`src/rtl/piso8_pkg.sv`:
```
// Shared definitions for the piso8 serializer: FSM encodings and counter sizing.
package piso8_pkg;

    localparam logic [0:0] IDLE  = 1'b0;
    localparam logic [0:0] SHIFT = 1'b1;

    // Bits needed to hold values 0..n-1.
    function automatic int unsigned clog2(input int unsigned n);
        int unsigned r;
        r = 0;
        for (int unsigned i = 0; i < 32; i++) begin
            if ((64'd1 << i) < 64'(n)) begin
                r = i + 1;
            end
        end
        return r;
    endfunction

endpackage

```
`src/rtl/bit_counter.sv`:
```
// Down-counter for the bits remaining in a word; load sets WIDTH-1, stops at zero.
module bit_counter
    import piso8_pkg::*;
#(
    parameter int unsigned WIDTH = 8
) (
    input  logic clk,
    input  logic rst,
    input  logic ld,
    input  logic ena,
    output logic zero
);

    localparam int unsigned CW = clog2(WIDTH);

    logic [CW-1:0] count;

    always_ff @(posedge clk or negedge rst) begin
        if (!rst) begin
            count <= '0;
        end else if (ld) begin
            count <= CW'(WIDTH - 1);
        end else if (ena && (count != '0)) begin
            count <= count - CW'(1);
        end
    end

    assign zero = (count == '0);

endmodule

```
`src/rtl/piso8.sv`:
```
// Parallel-in serial-out shifter with ready/valid/done framing and a global advance enable.
module piso8
    import piso8_pkg::*;
#(
    parameter int unsigned WIDTH     = 8,
    parameter bit          MSB_FIRST = 1'b1
) (
    input  logic             clk,
    input  logic             rst,
    input  logic             ena,
    input  logic [WIDTH-1:0] data,
    input  logic             load,
    output logic             ready,
    output logic             sout,
    output logic             sout_valid,
    output logic             done
);

    logic [0:0]       state, state_d;
    logic [WIDTH-1:0] sr, sr_d;
    logic             sout_d, valid_d;
    logic             cnt_ld, cnt_dec, cnt_zero;
    logic             accept;
    logic             load_bit, sr_bit;
    logic [WIDTH-1:0] load_rest, sr_rest;

    // First bit out and the remaining bits, for a fresh word and for the held word.
    assign load_bit  = MSB_FIRST ? data[WIDTH-1] : data[0];
    assign load_rest = MSB_FIRST ? {data[WIDTH-2:0], 1'b0} : {1'b0, data[WIDTH-1:1]};
    assign sr_bit    = MSB_FIRST ? sr[WIDTH-1] : sr[0];
    assign sr_rest   = MSB_FIRST ? {sr[WIDTH-2:0], 1'b0} : {1'b0, sr[WIDTH-1:1]};

    assign ready  = (state == IDLE) || cnt_zero;
    assign done   = sout_valid && cnt_zero;
    assign accept = load && ready && ena;

    bit_counter #(
        .WIDTH (WIDTH)
    ) u_cnt (
        .clk  (clk),
        .rst  (rst),
        .ld   (cnt_ld),
        .ena  (cnt_dec),
        .zero (cnt_zero)
    );

    always_ff @(posedge clk or negedge rst) begin
        if (!rst) begin
            state      <= IDLE;
            sr         <= '0;
            sout       <= 1'b0;
            sout_valid <= 1'b0;
        end else begin
            state      <= state_d;
            sr         <= sr_d;
            sout       <= sout_d;
            sout_valid <= valid_d;
        end
    end

    // A load on the retiring edge wins over the return to IDLE, giving gapless streams.
    always_comb begin
        state_d = state;
        sr_d    = sr;
        sout_d  = sout;
        valid_d = sout_valid;
        cnt_ld  = 1'b0;
        cnt_dec = 1'b0;
        if (ena) begin
            if (accept) begin
                state_d = SHIFT;
                sr_d    = load_rest;
                sout_d  = load_bit;
                valid_d = 1'b1;
                cnt_ld  = 1'b1;
            end else if (state == SHIFT) begin
                if (cnt_zero) begin
                    state_d = IDLE;
                    sr_d    = '0;
                    sout_d  = 1'b0;
                    valid_d = 1'b0;
                end else begin
                    sr_d    = sr_rest;
                    sout_d  = sr_bit;
                    cnt_dec = 1'b1;
                end
            end
        end
    end

endmodule
```
`config.mk`:
```
export PLATFORM = sky130hd
export DESIGN_NAME = piso8
export DESIGN_NICKNAME = d
export VERILOG_FILES = /design/src/rtl/piso8_pkg.sv /design/src/rtl/bit_counter.sv /design/src/rtl/piso8.sv
export SDC_FILE = /design/constraint.sdc
export NUM_CORES = 1
export LEC_CHECK = 0
export CAP_MARGIN = 20
export CORE_MARGIN = 10
export CORE_UTILIZATION = 50
export CTS_CLUSTER_DIAMETER = 80
export DETAILED_ROUTE_END_ITERATION = 7
export GPL_TIMING_DRIVEN = 0
export MAX_ROUTING_LAYER = met4
export PLACE_DENSITY_LB_ADDON = 0.12
export SYNTH_ARGS = -nofsm -noshare
export SYNTH_HDL_FRONTEND = slang
export SYNTH_SLANG_ARGS = --single-unit
```
`constraint.sdc`:
```
create_clock -name clk -period 2.8 [get_ports clk]
set_input_delay 0.28 -clock clk [delete_from_list [all_inputs] [get_ports clk]]
set_output_delay 0.28 -clock clk [all_outputs]
set_load 0.1 [all_outputs]
```
==> results of run 1 <==
[cell type report]
cell class,count,area (sq um),share of cell area [%]
Inverter,6,22.52,2.579
Tap cell,15,18.77,2.149
Timing Repair Buffer,15,155.1,17.77
Multi-Input combinational cell,39,291.5,33.38
Clock buffer,4,26.28,3.009
Sequential cell,13,325.3,37.25
Buffer,3,33.78,3.868
[power by group]
| part | switching (W) | internal (W) | total [W] |
|---|---|---|---|
| clock | 0.0000613 | 0.0000552 | 0.000116 |
| sequential | 0.0000491 | 0.000269 | 0.000318 |
| combinational | 0.000329 | 0.000196 | 0.000525 |
[flip-flops by register name, summed over array words and instances, names as in the netlist]
name / cells
sr: 7
u_cnt.count: 3
sout: 1
sout_valid: 1
state: 1
[through the flow]
step,total power (W),utilization [%]
6_report,0.0009591,67.96
3_5_place_dp,0.0008505,65.53
2_1_floorplan,0.0007243,-
5_1_grt,0.001023,67.96
4_1_cts,0.0009692,67.58
3_3_place_gp,0.0008361,65.53
[routing by layer]
metal	global-route usage [%]	up-vias	part of all wire [%]
li1	-	265	-
met1	11.61	265	44
met2	13.79	17	48
met3	3.596	2	7.6
met4	4.124	0	0.83
met5	-	-	0
[cells by family (layout without fill, tap and decap cells)]
family | count (synthesis) | in the layout | share of synthesized area (%)
adder cells (fa/ha/maj) | 2 | 2 | 3.717
buffers and inverters | 9 | 28 | 8.364
AO/OA/AOI/OAI | 20 | 20 | 23.23
AND/OR/NAND/NOR | 17 | 17 | 16.36
flip-flops | 13 | 13 | 48.33
[repair_timing]
item | 4_1_cts | 5_1_grt
hold buffers | 0 | 0
resized for setup | 0 | 2
buffers inserted | 0 | 0
setup endpoints to repair | 0 | 2
[worst max path at each step]
| stage | slack [ns] | cells past startpoint | end | start |
|---|---|---|---|---|
| 6_report | 0.47 | 6 | ready | u_cnt.count[0] |
| 5_1_grt | 0.37 | 6 | done | u_cnt.count[0] |
| 4_1_cts | 0.06 | 6 | ready | u_cnt.count[0] |
| 3_5_place_dp | 0.38 | 6 | ready | u_cnt.count[0] |
| 3_3_place_gp | 0.39 | 6 | ready | u_cnt.count[0] |
| 2_1_floorplan | 0.19 | 2 | done | sout_valid |
[synthesized netlist by cell type (all sizes together) (2+ instances only)]
library cell / instances / area [sq um]
a221o: 7 / 70.07
and3: 2 / 17.52
inv: 6 / 22.52
nand2: 3 / 11.26
and2: 6 / 37.54
o21ai: 3 / 15.01
nor2: 2 / 7.510
a21oi: 3 / 15.01
dfrtp: 13 / 325.3
buf: 3 / 33.78
ha: 2 / 25.02
a211oi: 3 / 22.52
[cell usage in the layout, fill, tap and decap left out, types with 2 or more instances in the layout]
| master | synthesis | layout |
|---|---|---|
| nand2_1 | 3 | 3 |
| clkbuf_4 | 0 | 3 |
| clkdlybuf4s50_1 | 0 | 13 |
| nor2_1 | 2 | 2 |
| inv_1 | 6 | 6 |
| dfrtp_1 | 13 | 13 |
| a221o_1 | 7 | 7 |
| a211oi_1 | 3 | 3 |
| ha_1 | 2 | 2 |
| buf_6 | 3 | 3 |
| dlymetal6s2s_1 | 0 | 2 |
| and2_1 | 6 | 6 |
| a21oi_1 | 3 | 3 |
| o21ai_0 | 2 | 2 |
==> impl_results.md, run 1 <==
* DR iter-0 viols at 15
* Initial antenna violation count at 0
* Die Width at 56.69 microns
* DR pass1 iterations at 4
* Core area at 1285 sq um
* Worst reg2reg startpoint: u_cnt.count[0]
* Share of layout cells above drive strength 1 at 11.25%
* Tcrit/Tclk final at 83.39%
* Final net count at 95
* TNS Setup at 0 ns
* Mean Syn Cell Area at 11.04 sq um
* CTS buffer count at 3
* Grt total ovfl at 0
* PnR worst setup slack at 0.4652 ns
* Post-Place Cell Area at 842.1 sq um
* Initial Util at 52.39%
* GP Congestion at 0.7875
* WS Path Type: register to output pin
* Critical path's largest stage delay at 0.76 ns
* Vias per cell at 5.779
* WL/cell at 15.14 microns
* Seq cells post-synth at 13
* Library cells used by synthesis at 22
* Count of clock tree sinks at 13
* Die Area at 3214 sq um
* Post-Place Cells at 91
* # port buffers at 15
* DRT Wirelength at 1438 microns
* Crit path arrival time at 2.05 ns
* Clock Latency Late Sink at 0.27 ns
* Sequential fraction of the synthesis area at 48.33%
* Result of the run: finished clean
* Slew headroom at 33.97%
* Leak at 0.4371 nW
* Crit. End Element: output pin
* Top-level I/O count at 16
* PD cells at 1098 nW/um^2
* Crit path cell chain: inv_1 -> ha_1 -> nand2b_4 -> buf_6 -> nand2_1 -> dlymetal6s2s_1
* Vias in the first global route at 525
* Max-cap violations at 0
* Hold WC Path Type: input port to asynchronous set/reset pin
* First-pass GRT wire length at 2484 microns
* Die height at 56.69 microns
* Post-synth top flop: dfrtp_1
* Post-synth design cell area at 673.1 sq um
* Worst Max-Slew Pin Slew at 0.9889 ns
* Worst path bufs/invs at 3
* Worst R2R Setup Slack at 1.01 ns
* Total GRT Usage at 9.592%
* Req. time, crit path at 2.52 ns
* Final Hold Vio Count at 0
* Critical Path Fanout Max at 9
* Post-Layout Cell Count at 95
* Slowest-stage cell, CP: dlymetal6s2s_1
* Pin count of the biggest net entering global routing at 14
* Antenna Nets Post-Route at 0
* DP Worst Slack at 0.3767 ns
* Root Buffer: clkbuf_4
* YS warnings at 0
* Final instance area at 873.3 sq um
* Slew Viols, Final at 0
* Worst vdd ir at 0.5602 mV
* RR Endpoint: sr[5]
* FMAX at 428.3 MHz
* Worst r2r path cells at 6
* Final setup fails at 0
* CTS H-Tree Depth at 1
* CTS Buffer Depth at 2
* Fin crit period at 2.335 ns
* Delay-heaviest family, CP: buffers and inverters
* Post-synthesis async set-or-reset flop share at 100.0%
* # diodes at 0
* DRC Markers at 0
* Syn Nets at 75
* Layout area overhead at 29.74%
* Reg clk slew, reported paths at 0.08 ns
* Crit start category: register
* Post-Synthesis Cells at 61
* Total number of vias at 549
* DP HPWL at 1061 microns
* WHS at 0.3718 ns
* Row cnt at 13
* Number of synthesized flops with an enable pin at 0
* Clock skew at 0.004404 ns
* Fillers at 107
* RSZ-0062 raised after global routing: false
* CTS tree: built
Note: power is estimated with default switching activity, not from simulation.
==> inputs of run 2 (changes only) <==
--- a/config.mk
+++ b/config.mk
@@ -7,7 +7,7 @@
 export LEC_CHECK = 0
 export CAP_MARGIN = 20
 export CORE_MARGIN = 10
-export CORE_UTILIZATION = 50
+export CORE_UTILIZATION = 47
 export CTS_CLUSTER_DIAMETER = 80
 export DETAILED_ROUTE_END_ITERATION = 7
 export GPL_TIMING_DRIVEN = 0
==> constraint.sdc (replaced) <==
create_clock -name clk -period 2.3 [get_ports clk]
set_input_delay 0.23 -clock clk [delete_from_list [all_inputs] [get_ports clk]]
set_output_delay 0.23 -clock clk [all_outputs]
set_load 0.1 [all_outputs]
==> run 2 against run 1 <==
Compared with the run above:
- core utilization decreased by 2.5 points
- routed wire length decreased by 1.7%
- die area increased by 4.1%
- non-clock buffer count unchanged
- clock-buffer cell count unchanged
- sequential power increased by 22%
- worst hold slack got worse by 0.062 ns
- register-to-register slack got worse by 0.53 ns
- sequential cell count unchanged
- cell count unchanged
- critical endpoint unchanged
==> impl_results.md, run 2 (synthesis gave the netlist of run 1 again) <==
* Vias in the first global route at 536 (was 525)
* Crit start category: register (unchanged)
* WS Path Type: register to output pin (unchanged)
* Initial antenna violation count at 0 (unchanged)
* Hold WC Path Type: input port to asynchronous set/reset pin (unchanged)
* Antenna Nets Post-Route at 0 (unchanged)
* Regs by FF count: sr x7, u_cnt.count x3 (unchanged)
* RSZ-0062 raised after global routing: false (unchanged)
* Layout area overhead at 29.74% (unchanged)
* DR pass1 iterations at 4 (unchanged)
* Critical Path Fanout Max at 9 (unchanged)
* CTS buffer count at 3 (unchanged)
* # port buffers at 15 (unchanged)
* Grt total ovfl at 0 (unchanged)
* Core area at 1334 sq um (was 1285 sq um)
* Total number of vias at 533 (was 549)
* Crit path arrival time at 1.86 ns (was 2.05 ns)
* FMAX at 478.6 MHz
* Vias per cell at 5.611 (was 5.779)
* Count of clock tree sinks at 13 (unchanged)
* Hold-fix buffers at CTS at 0 (unchanged)
* Share of layout cells above drive strength 1 at 15.00% (was 11.25%)
* PD cells at 1331 nW/um^2 (was 1098 nW/um^2)
* Post-Layout Cell Count at 95 (unchanged)
* Slew Viols, Final at 0 (unchanged)
* Req. time, crit path at 2.07 ns (was 2.52 ns)
* Setup Fix Bufs, Post-CTS at 0 (unchanged)
* Reg clk slew, reported paths at 0.07 ns (was 0.08 ns)
* Fin crit period at 2.090 ns
* First-pass GRT wire length at 2421 microns (was 2484 microns)
* CTS resizes at 6 (was 0)
* Pin count of the biggest net entering global routing at 14 (unchanged)
* Final Hold Vio Count at 0 (unchanged)
* Top-level I/O count at 16 (unchanged)
* Row cnt at 13 (unchanged)
* # diodes at 0 (unchanged)
* Slew headroom at 35.26% (was 33.97%)
* Total GRT Usage at 9.375% (was 9.592%)
* Post-Place Cells at 91 (unchanged)
* WL/cell at 14.87 microns (was 15.14 microns)
* Die height at 57.85 microns (was 56.69 microns)
* Crit. End Element: output pin (unchanged)
* GP Congestion at 0.6704 (was 0.7875)
* Worst vdd ir at 0.7395 mV (was 0.5602 mV)
* Max-cap violations at 0 (unchanged)
* Area of the multi-input gates at 294.0 sq um (was 291.5 sq um)
* Leak at 0.4045 nW (was 0.4371 nW)
* DP HPWL at 1045 microns (was 1061 microns)
* Tcrit/Tclk final at 90.85%
* Fillers at 122 (was 107)
* Worst Max-Slew Pin Slew at 0.9681 ns (was 0.9889 ns)
* Initial Util at 50.47% (was 52.39%)
* Clock Latency Late Sink at 0.28 ns (was 0.27 ns)
* Top reg by flops: sr (unchanged)
* Die Area at 3346 sq um (was 3214 sq um)
* Register area at 325.3 sq um (unchanged)
* Total power at 0.001162 W (was 0.0009591 W)
* Max reg flops at 7 (unchanged)
* Result of the run: finished clean (unchanged)
* CTS tree: built (unchanged)
* Final setup fails at 0 (unchanged)
* Commonest non-fill, non-tap cells in the layout: clkdlybuf4s50_1, dfrtp_1, a221o_1, inv_1, and2_1 (unchanged)
* DRC Markers at 0 (unchanged)
* DR iter-0 viols at 21 (was 15)
* DRT Wirelength at 1413 microns (was 1438 microns)
* Die Width at 57.85 microns (was 56.69 microns)
* CTS Buffer Depth at 2 (unchanged)
* Final net count at 95 (unchanged)
* Root Buffer: clkbuf_4 (unchanged)
* Clock skew at 0.004268 ns (was 0.004404 ns)
* CTS H-Tree Depth at 1 (unchanged)
run 2: cell count changes in the layout (fill, tap and decap cells not counted), sizes merged:
cell / delta
clkdlybuf4s15: +2
dlymetal6s2s: -2
run 2: path summary, 6_finish.rpt:
path | from | to | slack [ns] | cells after the start
worst max-delay path | u_cnt.count[0] | ready | 0.21 | 6
worst min-delay path | rst | u_cnt.count[2] | 0.31 | 1
worst max register to register | u_cnt.count[0] | sr[3] | 0.48 | 6
worst min register to register | sr[1] | sr[1] | 0.51 | 1
max in group asynchronous | rst | u_cnt.count[1] | 1.62 | 1
min in group clk | sr[1] | sr[1] | 0.51 | 1
run 2: critical path, stage by stage, from the launching register on:
cell and delay, ns:
dfrtp_1 0.41, inv_1 0.09, ha_1 0.25, nand2b_4 0.06, buf_6 0.13, nand2_1 0.09, clkdlybuf4s15_2 0.56
run 2: routing by layer:
metal  wire [microns]  part of all wire, %  global-route usage, %
met1              623                   44                  10.51
met2              669                   47                  13.96
met3               98                  6.9                  5.011
met4               20                  1.4                  3.020
met5                0                    0                      -
run 2: area by class of cell:
class / count / share of cell area [%]
buffer: 3 / 3.868
multi-input combinational: 39 / 33.67
clock buffer: 4 / 3.009
timing repair buffer: 15 / 17.48
tap: 15 / 2.149
sequential: 13 / 37.25
inverter: 6 / 2.579
run 2: stage by stage:
stage               hold slack, ns  instance area [sq um]  setup WS [ns]  TNS, ns  utilization (%)
floorplan                 -0.06559                  675.6         0.1722        0                -
global placement            0.4824                  844.6       -0.07309  -0.1100            63.32
detailed placement          0.4890                  844.6       -0.06964  -0.1169            63.32
CTS                         0.3330                  873.3         0.1880        0            65.48
global route                0.3422                  873.3         0.1121        0            65.48
finish                      0.3102                  873.3         0.2105        0            65.48
run 2: report_power, final:
group	leakage, nW	internal [W]	switching (W)
Sequential	0.163	0.000327	0.0000598
Clock	0.0150	0.0000673	0.0000708
Combinational	0.226	0.000236	0.000401
Total	0.405	0.000631	0.000531
==> inputs of run 3 (changes only) <==
--- a/config.mk
+++ b/config.mk
@@ -7,8 +7,7 @@
 export LEC_CHECK = 0
 export CAP_MARGIN = 20
 export CORE_MARGIN = 10
-export CORE_UTILIZATION = 47
-export CTS_CLUSTER_DIAMETER = 80
+export CORE_UTILIZATION = 34
 export DETAILED_ROUTE_END_ITERATION = 7
 export GPL_TIMING_DRIVEN = 0
 export MAX_ROUTING_LAYER = met4
==> run 3 against run 2 <==
Compared with the run above:
- total power grew 0.34%
- maximum frequency up 0.23%
- clock-buffer cell count unchanged
- global-route usage shrank 1.4 points
- core utilization is 19 points lower
- register-to-register slack gained 0.02 ns
- critical path depth did not move
- sequential power barely moved
- final area rose by 1.7%
- critical path type unchanged
- largest cell class unchanged
==> impl_results.md, run 3 (synthesis gave the netlist of run 1 again) <==
* RR Endpoint: sr[1] (was sr[3])
* Final net count at 95 (unchanged)
* Final setup fails at 0 (unchanged)
* Initial Util at 35.03% (was 50.47%)
* CTS H-Tree Depth at 1 (unchanged)
* PnR worst setup slack at 0.2153 ns (was 0.2105 ns)
* Total power at 0.001166 W (was 0.001162 W)
* Slew headroom at 35.47% (was 35.26%)
* Commonest non-fill, non-tap cells in the layout: clkdlybuf4s50_1, dfrtp_1, a221o_1, inv_1, and2_1 (unchanged)
* Result of the run: finished clean (unchanged)
* Hold-fix buffers at CTS at 0 (unchanged)
* Critical path's largest stage delay at 0.56 ns (about the same)
* Worst r2r path cells at 6 (unchanged)
* Tcrit/Tclk final at 90.64% (was 90.85%)
* Post-layout util at 46.22% (was 65.48%)
* Crit path arrival time at 1.85 ns (was 1.86 ns)
* FMAX at 479.7 MHz (was 478.6 MHz)
* Share of layout cells above drive strength 1 at 15.00% (unchanged)
* Reg clk slew, reported paths at 0.08 ns (was 0.07 ns)
* Total number of vias at 531 (was 533)
* Crit path depth at 6 (unchanged)
* Core area at 1922 sq um (was 1334 sq um)
* Area of the multi-input gates at 294.0 sq um (unchanged)
* Regs by FF count: sr x7, u_cnt.count x3 (unchanged)
* Delay-heaviest family, CP: buffers and inverters (unchanged)
* Leak at 0.4045 nW (unchanged)
* Grt total ovfl at 0 (unchanged)
* Fin crit period at 2.085 ns (was 2.090 ns)
* Fillers at 198 (was 122)
* Root Buffer: clkbuf_4 (unchanged)
* Post-Place Cell Area at 859.6 sq um (was 844.6 sq um)
* Crit path cell chain: inv_1 -> ha_1 -> nand2b_4 -> buf_6 -> nand2_1 -> clkdlybuf4s15_2 (unchanged)
* Die Width at 64.50 microns (was 57.85 microns)
* Req. time, crit path at 2.07 ns (about the same)
* Count of clock tree sinks at 13 (unchanged)
* Worst reg2reg startpoint: u_cnt.count[0] (unchanged)
* DR pass1 iterations at 4 (unchanged)
* Hold WC Path Type: input port to asynchronous set/reset pin (unchanged)
* GP Congestion at 0.7065 (was 0.6704)
* CTS buffer count at 3 (unchanged)
* Top-level I/O count at 16 (unchanged)
* Worst R2R Setup Slack at 0.50 ns (was 0.48 ns)
* GR Util met1 at 9.751% (was 10.51%)
* RSZ-0062 raised after global routing: false (unchanged)
* GR peak layer: met2 (unchanged)
* Worst vdd ir at 0.4893 mV (was 0.7395 mV)
* Initial antenna violation count at 0 (unchanged)
* Antenna Nets Post-Route at 0 (unchanged)
* Layout area overhead at 31.97% (was 29.74%)
* PD cells at 1312 nW/um^2 (was 1331 nW/um^2)
* GRT met2 Usage at 11.33% (was 13.96%)
* Crit start category: register (unchanged)
* Clock Latency Late Sink at 0.28 ns (about the same)
* Pin count of the biggest net entering global routing at 14 (unchanged)
* Crit. End Element: output pin (unchanged)
* DRT Wirelength at 1470 microns (was 1413 microns)
* Final instance area at 888.4 sq um (was 873.3 sq um)
* Critical Path Fanout Max at 9 (unchanged)
* DRC Markers at 0 (unchanged)
* TNS Setup at 0 ns (unchanged)
* Max-cap violations at 0 (unchanged)
* DP HPWL at 1062 microns (was 1045 microns)
* Slew Viols, Final at 0 (unchanged)
* # diodes at 0 (unchanged)
* Die height at 64.50 microns (was 57.85 microns)
* Total GRT Usage at 8.006% (was 9.375%)
* CTS Buffer Depth at 2 (unchanged)
* Clock skew at 0.001443 ns (was 0.004268 ns)
* WL/cell at 13.74 microns (was 14.87 microns)
* Final Hold Vio Count at 0 (unchanged)
* Row cnt at 16 (was 13)
* Max reg flops at 7 (unchanged)
* Die Area at 4160 sq um (was 3346 sq um)
* Register area at 325.3 sq um (unchanged)
* DR iter-0 viols at 4 (was 21)
* DP Worst Slack at -0.06235 ns (was -0.06964 ns)
* Met3 Usage GRT at 3.952% (was 5.011%)
* Slowest-stage cell, CP: clkdlybuf4s15_2 (unchanged)
* CTS tree: built (unchanged)
* Worst path bufs/invs at 3 (unchanged)
* WS Path Type: register to output pin (unchanged)
* Vias in the first global route at 552 (was 536)
* Vias per cell at 4.963 (was 5.611)
* First-pass GRT wire length at 2573 microns (was 2421 microns)
* # port buffers at 15 (unchanged)
* Top reg by flops: sr (unchanged)
* Worst Max-Slew Pin Slew at 0.9649 ns (was 0.9681 ns)
[run 3: stage by stage]
step | hold WS, ns | std cells
final | 0.3225 | 107
after CTS | 0.3416 | 107
after global routing | 0.3570 | 107
after global placement | 0.4839 | 103
after detailed placement | 0.4904 | 103
after floorplan | -0.06559 | 61
[run 3: worst max-delay path by stage]
stage                 end      startpoint  slack (ns)
global placement    ready  u_cnt.count[0]       -0.07
global route         done  u_cnt.count[0]        0.12
finish              ready  u_cnt.count[0]        0.22
CTS                 ready  u_cnt.count[0]        0.20
detailed placement  ready  u_cnt.count[0]       -0.06
floorplan            done      sout_valid        0.17
[run 3: per-layer routing]
metal	part of all wire [%]	wire length [microns]	vias to the layer above
met4	0.88	13	0
met3	5.4	80	2
li1	-	-	263
met5	0	0	-
met1	50	731	254
met2	44	644	12
[run 3: what timing repair did]
action,CTS,global route
resized for setup,6,0
setup endpoints to repair,2,0
buffers inserted,0,0
[run 3: final cells by class]
| cell class | instances | share of cell area (%) |
|---|---|---|
| tap | 27 | 3.803 |
| sequential | 13 | 36.62 |
| buffer | 3 | 3.803 |
| clock buffer | 4 | 2.958 |
| multi-input combinational | 39 | 33.10 |
| inverter | 6 | 2.535 |
| timing repair buffer | 15 | 17.18 |
[run 3: where the power goes]
group | internal [W] | leakage, nW | switching (W)
sequential | 0.000327 | 0.163 | 0.0000593
combinational | 0.000235 | 0.226 | 0.000401
clock | 0.0000673 | 0.0150 | 0.0000766
total | 0.000630 | 0.405 | 0.000536
